File: src/rtl/ula_arbitro_rr.sv
// ula_arbitro_rr: shares one small ALU (ULA) between two requesters.
// Requesters are granted round-robin. Each granted command has its operands
// latched, the result is registered, and the result is held until that
// requester takes it.
module ula_arbitro_rr #(
    parameter int unsigned WIDTH = 4,
    parameter int unsigned CNT_W = 8
) (
    input  logic                 clk,
    input  logic                 rst,
    input  logic [1:0]           req_valid,
    output logic [1:0]           req_ready,
    input  logic [5:0]           req_op,
    input  logic [2*WIDTH-1:0]   req_a,
    input  logic [2*WIDTH-1:0]   req_b,
    input  logic [1:0]           req_cin,
    output logic [1:0]           resp_valid,
    input  logic [1:0]           resp_ready,
    output logic [WIDTH-1:0]     resultado,
    output logic                 carry_out,
    output logic                 propagado,
    output logic                 gerado,
    output logic                 busy,
    output logic [CNT_W-1:0]     ops_done
);

    localparam int unsigned OP_W  = 3;
    localparam int unsigned SUM_W = WIDTH + 1;

    localparam logic [OP_W-1:0] OP_AND  = 3'b000;
    localparam logic [OP_W-1:0] OP_OR   = 3'b001;
    localparam logic [OP_W-1:0] OP_NOT  = 3'b010;
    localparam logic [OP_W-1:0] OP_NAND = 3'b011;
    localparam logic [OP_W-1:0] OP_ADD  = 3'b100;
    localparam logic [OP_W-1:0] OP_SUB  = 3'b101;

    typedef enum logic [1:0] {
        ST_IDLE = 2'b00,
        ST_EXEC = 2'b01,
        ST_RESP = 2'b10
    } state_t;

    state_t             state_q, state_d;
    logic               rr_ptr_q, rr_ptr_d;
    logic               grant_q, grant_d;
    logic [OP_W-1:0]    op_q, op_d;
    logic [WIDTH-1:0]   a_q, a_d;
    logic [WIDTH-1:0]   b_q, b_d;
    logic               cin_q, cin_d;
    logic [WIDTH-1:0]   res_q, res_d;
    logic               carry_q, carry_d;
    logic               prop_q, prop_d;
    logic               gen_q, gen_d;
    logic [CNT_W-1:0]   ops_q, ops_d;

    logic               grant_c;
    logic [OP_W-1:0]    sel_op_c;
    logic [WIDTH-1:0]   sel_a_c;
    logic [WIDTH-1:0]   sel_b_c;
    logic               sel_cin_c;

    logic [SUM_W-1:0]   sum_c;
    logic [SUM_W-1:0]   diff_c;
    logic [WIDTH-1:0]   alu_res_c;
    logic               alu_carry_c;
    logic               alu_prop_c;
    logic               alu_gen_c;

    // Pick the requester to serve: rr_ptr breaks a tie, a lone requester always wins.
    always_comb begin
        grant_c   = (req_valid == 2'b11) ? rr_ptr_q : req_valid[1];
        sel_op_c  = grant_c ? req_op[OP_W +: OP_W] : req_op[0 +: OP_W];
        sel_a_c   = grant_c ? req_a[WIDTH +: WIDTH] : req_a[0 +: WIDTH];
        sel_b_c   = grant_c ? req_b[WIDTH +: WIDTH] : req_b[0 +: WIDTH];
        sel_cin_c = req_cin[grant_c];
    end

    // ULA function on the latched operands; the borrow of SUB is the MSB of the widened difference.
    always_comb begin
        sum_c       = SUM_W'(a_q) + SUM_W'(b_q) + SUM_W'(cin_q);
        diff_c      = SUM_W'(a_q) - SUM_W'(b_q);
        alu_res_c   = '0;
        alu_carry_c = 1'b0;
        alu_prop_c  = 1'b0;
        alu_gen_c   = 1'b0;
        case (op_q)
            OP_AND:  alu_res_c = a_q & b_q;
            OP_OR:   alu_res_c = a_q | b_q;
            OP_NOT:  alu_res_c = ~a_q;
            OP_NAND: alu_res_c = ~(a_q & b_q);
            OP_ADD: begin
                alu_res_c   = sum_c[WIDTH-1:0];
                alu_carry_c = sum_c[WIDTH];
                alu_prop_c  = a_q[WIDTH-1] | b_q[WIDTH-1];
                alu_gen_c   = a_q[WIDTH-1] & b_q[WIDTH-1];
            end
            OP_SUB: begin
                alu_res_c   = diff_c[WIDTH-1:0];
                alu_carry_c = diff_c[WIDTH];
            end
            default: ;
        endcase
    end

    // Next-state and handshake outputs of the IDLE -> EXEC -> RESP sequence.
    always_comb begin
        state_d    = state_q;
        rr_ptr_d   = rr_ptr_q;
        grant_d    = grant_q;
        op_d       = op_q;
        a_d        = a_q;
        b_d        = b_q;
        cin_d      = cin_q;
        res_d      = res_q;
        carry_d    = carry_q;
        prop_d     = prop_q;
        gen_d      = gen_q;
        ops_d      = ops_q;
        req_ready  = 2'b00;
        resp_valid = 2'b00;
        busy       = (state_q != ST_IDLE);

        case (state_q)
            ST_IDLE: begin
                if (!rst && (req_valid != 2'b00)) begin
                    req_ready = grant_c ? 2'b10 : 2'b01;
                    grant_d   = grant_c;
                    op_d      = sel_op_c;
                    a_d       = sel_a_c;
                    b_d       = sel_b_c;
                    cin_d     = sel_cin_c;
                    state_d   = ST_EXEC;
                end
            end
            ST_EXEC: begin
                res_d   = alu_res_c;
                carry_d = alu_carry_c;
                prop_d  = alu_prop_c;
                gen_d   = alu_gen_c;
                state_d = ST_RESP;
            end
            ST_RESP: begin
                resp_valid = grant_q ? 2'b10 : 2'b01;
                if (resp_ready[grant_q]) begin
                    state_d  = ST_IDLE;
                    rr_ptr_d = ~grant_q;
                    if (ops_q != '1) begin
                        ops_d = ops_q + CNT_W'(1);
                    end
                end
            end
            default: state_d = ST_IDLE;
        endcase
    end

    // State and datapath registers; reset drops any transaction in flight.
    always_ff @(posedge clk) begin
        if (rst) begin
            state_q  <= ST_IDLE;
            rr_ptr_q <= 1'b0;
            grant_q  <= 1'b0;
            op_q     <= '0;
            a_q      <= '0;
            b_q      <= '0;
            cin_q    <= 1'b0;
            res_q    <= '0;
            carry_q  <= 1'b0;
            prop_q   <= 1'b0;
            gen_q    <= 1'b0;
            ops_q    <= '0;
        end else begin
            state_q  <= state_d;
            rr_ptr_q <= rr_ptr_d;
            grant_q  <= grant_d;
            op_q     <= op_d;
            a_q      <= a_d;
            b_q      <= b_d;
            cin_q    <= cin_d;
            res_q    <= res_d;
            carry_q  <= carry_d;
            prop_q   <= prop_d;
            gen_q    <= gen_d;
            ops_q    <= ops_d;
        end
    end

    assign resultado = res_q;
    assign carry_out = carry_q;
    assign propagado = prop_q;
    assign gerado    = gen_q;
    assign ops_done  = ops_q;

endmodule
File: config.mk
export PLATFORM = sky130hd
export DESIGN_NAME = ula_arbitro_rr
export DESIGN_NICKNAME = d
export VERILOG_FILES = /design/src/rtl/ula_arbitro_rr.sv
export SDC_FILE = /design/constraint.sdc
export NUM_CORES = 1
export LEC_CHECK = 0
export CAP_MARGIN = 10
export CORE_MARGIN = 2
export CORE_UTILIZATION = 35
export CTS_CLUSTER_DIAMETER = 30
export DETAILED_ROUTE_END_ITERATION = 10
export PLACE_DENSITY = 0.68
export RECOVER_POWER = 100
export SLEW_MARGIN = 40
export SYNTH_ARGS = -nofsm -noshare
export SYNTH_HDL_FRONTEND = slang
export SYNTH_SLANG_ARGS = --single-unit
File: constraint.sdc
create_clock -name clk -period 1.88 [get_ports clk]
set_input_delay 0.188 -clock clk [delete_from_list [all_inputs] [get_ports clk]]
set_output_delay 0.188 -clock clk [all_outputs]
set_load 0.01 [all_outputs]
==> impl_summary.txt <==
----------------------------------------------------
[Layout]
  FILL cells ... 534
  Layout cells sized above 1 ... 15.6%
  Commonest non-fill, non-tap cells in the layout ... sky130_fd_sc_hd__clkdlybuf4s50_1, sky130_fd_sc_hd__dfxtp_1, sky130_fd_sc_hd__nor2_1
  Final non-filler cell total ... 360
  Ant. Diodes ... 0
  Area added between synthesis and finish ... 34.9%
  Number of nets in the layout ... 336
  Most common cell after layout, fill and taps aside ... sky130_fd_sc_hd__clkdlybuf4s50_1

[Yosys]
  Mux share of post-synthesis cell area ... 9.74%
  Main combinational cell family by area after synthesis ... simple AND/OR/NAND/NOR gates
  Synthesized instance count ... 229
  Adder and majority cell fraction of the synthesized area ... 12.1%
  Synthesis Warnings ... 0
  Predominant post-synthesis flop cell ... sky130_fd_sc_hd__dfxtp_1
  Synthesized area per cell ... 8.98 µm²
  Fraction of synthesized cell area in xor and xnor cells ... 0.852%
  Total of flip-flops plus latches after synthesis ... 31
  Async set or reset register ratio after synthesis ... 0%
  Number of enable-type register cells in the synthesized netlist ... 0
  Area fraction in compound gates after synthesis ... 19.6%
  Synth Net Count ... 277
  Share of synthesized cell area in and, or, nand and nor gates ... 20.2%
  Cell Area, Synth ... 2060 µm²
  Number of library cell types mapped by synthesis ... 55
  Part of the Yosys area used for sequential elements ... 30.2%

[Drt]
  Final wirelength ... 4.47 mm
  Violation count after the first detailed-route iteration ... 116
  DR DRC count ... 0
  Via count ... 1802
  DRT antenna net count ... 0
  DRT Pass-1 Iters ... 4
  Routed length per placed instance ... 12.4 µm
  Mean number of vias per cell ... 5.01

[Clock tree]
  Worst-Skew Late Latency ... 0.28 ns
  Largest buffer count on any clock path ... 2
  Num Clock Sinks ... 31
  Clock tree root buffer cell ... sky130_fd_sc_hd__clkbuf_8
  Clock input transition at the sequential cells of the worst setup and hold paths ... 0.07 ns
  Count of buffers added by post-CTS timing repair for setup ... 0
  CTS H-tree depth ... 2
  Clock tree from TritonCTS ... yes
  Clock buffer count from CTS ... 5

[Worst hold path]
  Hold Crit Class ... reg -> reg

[Die]
  Die Width ... 80.6 µm
  Die Y-Extent ... 80.6 µm
  Effective utilization at floorplan ... 36.9%
  Top-level port count ... 50
  Placeable core region ... 5570 µm²
  Row count ... 27
  Area enclosed by the die boundary ... 6500 µm²

[STA]
  Post-layout minimum cycle time ... 1.83 ns
  Final-layout worst hold slack ... 0.456 ns
  Final number of setup-violating endpoints ... 0
  Final Slew Violations ... 0
  Max Freq ... 545 MHz
  Final-report hold violation count ... 0
  Tightest Pin Transition ... 0.521 ns
  Clock tree skew after final layout ... 0.00638 ns
  Rel. slew slack ... 65.2%
  Tcrit/Tclk final ... 97.6%

[Critical path]
  Classification of the worst setup path ... reg -> reg
  Req. time, crit path ... 2.02 ns
  Startpoint type of the worst setup path ... register
  Sort of element at the end of the critical path ... register
  Peak fanout along the critical path ... 3
  Data arrival time at the worst-slack endpoint ... 1.98 ns

[Global routing]
  Busiest metal layer after global routing ... met2
  Global routing met3 resource utilization ... 2.13%
  Largest net degree at the start of global routing ... 26
  GRT overflow ... 0
  GR Util met1 ... 20.4%
  Tot GR Track Use ... 15.1%
  Met2 GRT Util ... 24.1%
  Via count of the first global-routing pass ... 1756
  Initial antenna violation count ... 0
  First-pass GRT wire length ... 7.75 mm

[Run]
  Max-cap violations ... 0

[Pwr]
  Pwr per Cell Area ... 726 nW/µm²
  Worst supply voltage drop on vdd ... 404 µV
  Final total power ... 0.00201 W
  Static Leakage ... 1.17 nW

[Status]
  Result of the run ... completed

[Placement]
  Detailed placement HPWL ... 3.51 mm
  PortBufs ... 49
  Count of placed standard cells including taps ... 353
  Placer's final routability congestion estimate ... 0.815

----------------------------------------------------
[kinds of logic (layout without fill, tap and decap cells)]
| family | Yosys count | after routing |
|---|---|---|
| XOR/XNOR | 2 | 2 |
| AO/OA/AOI/OAI | 58 | 58 |
| adder cells (fa/ha/maj) | 18 | 18 |
| flip-flops | 31 | 31 |
| AND/OR/NAND/NOR | 73 | 73 |
| multiplexers | 18 | 18 |
| buffers and inverters | 29 | 88 |
[worst max-delay path: stages, from the launching register on]
cell and delay, ns:
sky130_fd_sc_hd__dfxtp_2 0.34, sky130_fd_sc_hd__buf_4 0.12, sky130_fd_sc_hd__inv_1 0.07, sky130_fd_sc_hd__ha_2 0.21
sky130_fd_sc_hd__fa_2 0.52, sky130_fd_sc_hd__inv_1 0.04, sky130_fd_sc_hd__mux2i_1 0.14, sky130_fd_sc_hd__o22a_1 0.19
sky130_fd_sc_hd__a211oi_2 0.07
[stage by stage]
step	utilization [%]	TNS (ns)	area, µm²	setup slack [ns]
5_1_grt	49.8	-0.0217	2770	-0.0106
3_3_place_gp	48.2	-0.132	2690	-0.0791
3_5_place_dp	48.2	-0.192	2690	-0.0852
4_1_cts	50.2	0	2800	0.0149
6_report	49.8	0	2770	0.0460
2_1_floorplan	-	0	2060	0.0228
[repair_timing]
action	CTS	global route
gates resized for setup	10	5
endpoints found under the setup margin	5	6
hold buffers	0	0
pin swaps	1	3
gates cloned	0	0
[power breakdown]
| part | internal (W) | total (W) | switching (W) | leakage [nW] |
|---|---|---|---|---|
| Combinational | 0.000325 | 0.000613 | 0.000288 | 0.864 |
| Clock | 0.000388 | 0.000631 | 0.000242 | 0.0513 |
| Sequential | 0.000712 | 0.000770 | 0.0000579 | 0.255 |
[state kept, by name, indices dropped and copies added, names as in the netlist, 2 cells and up]
signal,cells
a_q,4
b_q,4
op_q,3
ops_done,8
resultado,4
state_q,2
[cell type report]
class	count	area, µm²	area share [%]
timing repair buffer	67	612	22.1
sequential	31	623	22.5
multi-input combinational	169	1290	46.6
inverter	14	52.6	1.89
clock buffer	6	72.6	2.62
clock inverter	1	30.0	1.08
tap	72	90.1	3.25
[final timing paths]
| kind | start | to | slack (ns) | cells past startpoint |
|---|---|---|---|---|
| max | a_q[0]$_SDFFE_PP0P_ | resultado[1]$_SDFFE_PP0N_ | 0.05 | 8 |
| min | gerado$_SDFFE_PP0N_ | gerado$_SDFFE_PP0N_ | 0.46 | 2 |
| max reg2reg | a_q[0]$_SDFFE_PP0P_ | resultado[1]$_SDFFE_PP0N_ | 0.05 | 8 |
| min reg2reg | gerado$_SDFFE_PP0N_ | gerado$_SDFFE_PP0N_ | 0.46 | 2 |
[synthesized netlist by cell type, types with 2 or more instances]
cell type                   n  area [µm²]
sky130_fd_sc_hd__nand2_1    6        22.5
sky130_fd_sc_hd__buf_4      2        15.0
sky130_fd_sc_hd__nand3_1    4        20.0
sky130_fd_sc_hd__mux2_2     2        22.5
sky130_fd_sc_hd__nor4_1     2        12.5
sky130_fd_sc_hd__a21oi_1   14        70.1
sky130_fd_sc_hd__ha_1      15         188
sky130_fd_sc_hd__a211o_1    2        17.5
sky130_fd_sc_hd__or3_1      3        18.8
sky130_fd_sc_hd__inv_1     14        52.6
sky130_fd_sc_hd__o31ai_1    5        37.5
sky130_fd_sc_hd__nor2b_1    4        25.0
sky130_fd_sc_hd__buf_2      6        30.0
sky130_fd_sc_hd__dfxtp_1   31         621
sky130_fd_sc_hd__nor2_1    25        93.8
sky130_fd_sc_hd__clkbuf_1   4        15.0
sky130_fd_sc_hd__nand2b_1   8        50.1
sky130_fd_sc_hd__xnor2_1    2        17.5
sky130_fd_sc_hd__o22ai_1    2        12.5
sky130_fd_sc_hd__mux2i_1   14         140
sky130_fd_sc_hd__nor3_1     2        10.0
sky130_fd_sc_hd__fa_1       3        60.1
sky130_fd_sc_hd__or2_2      4        25.0
sky130_fd_sc_hd__or4_1      4        30.0
sky130_fd_sc_hd__o21ai_0    7        35.0
sky130_fd_sc_hd__a211oi_1  15         113
[metal layers]
layer	share of wire (%)	vias to the layer above
met5	0	-
met4	1.6	0
met3	3.4	5
met2	46	38
met1	49	813
li1	-	946
Power figures use the tool's default switching activity.
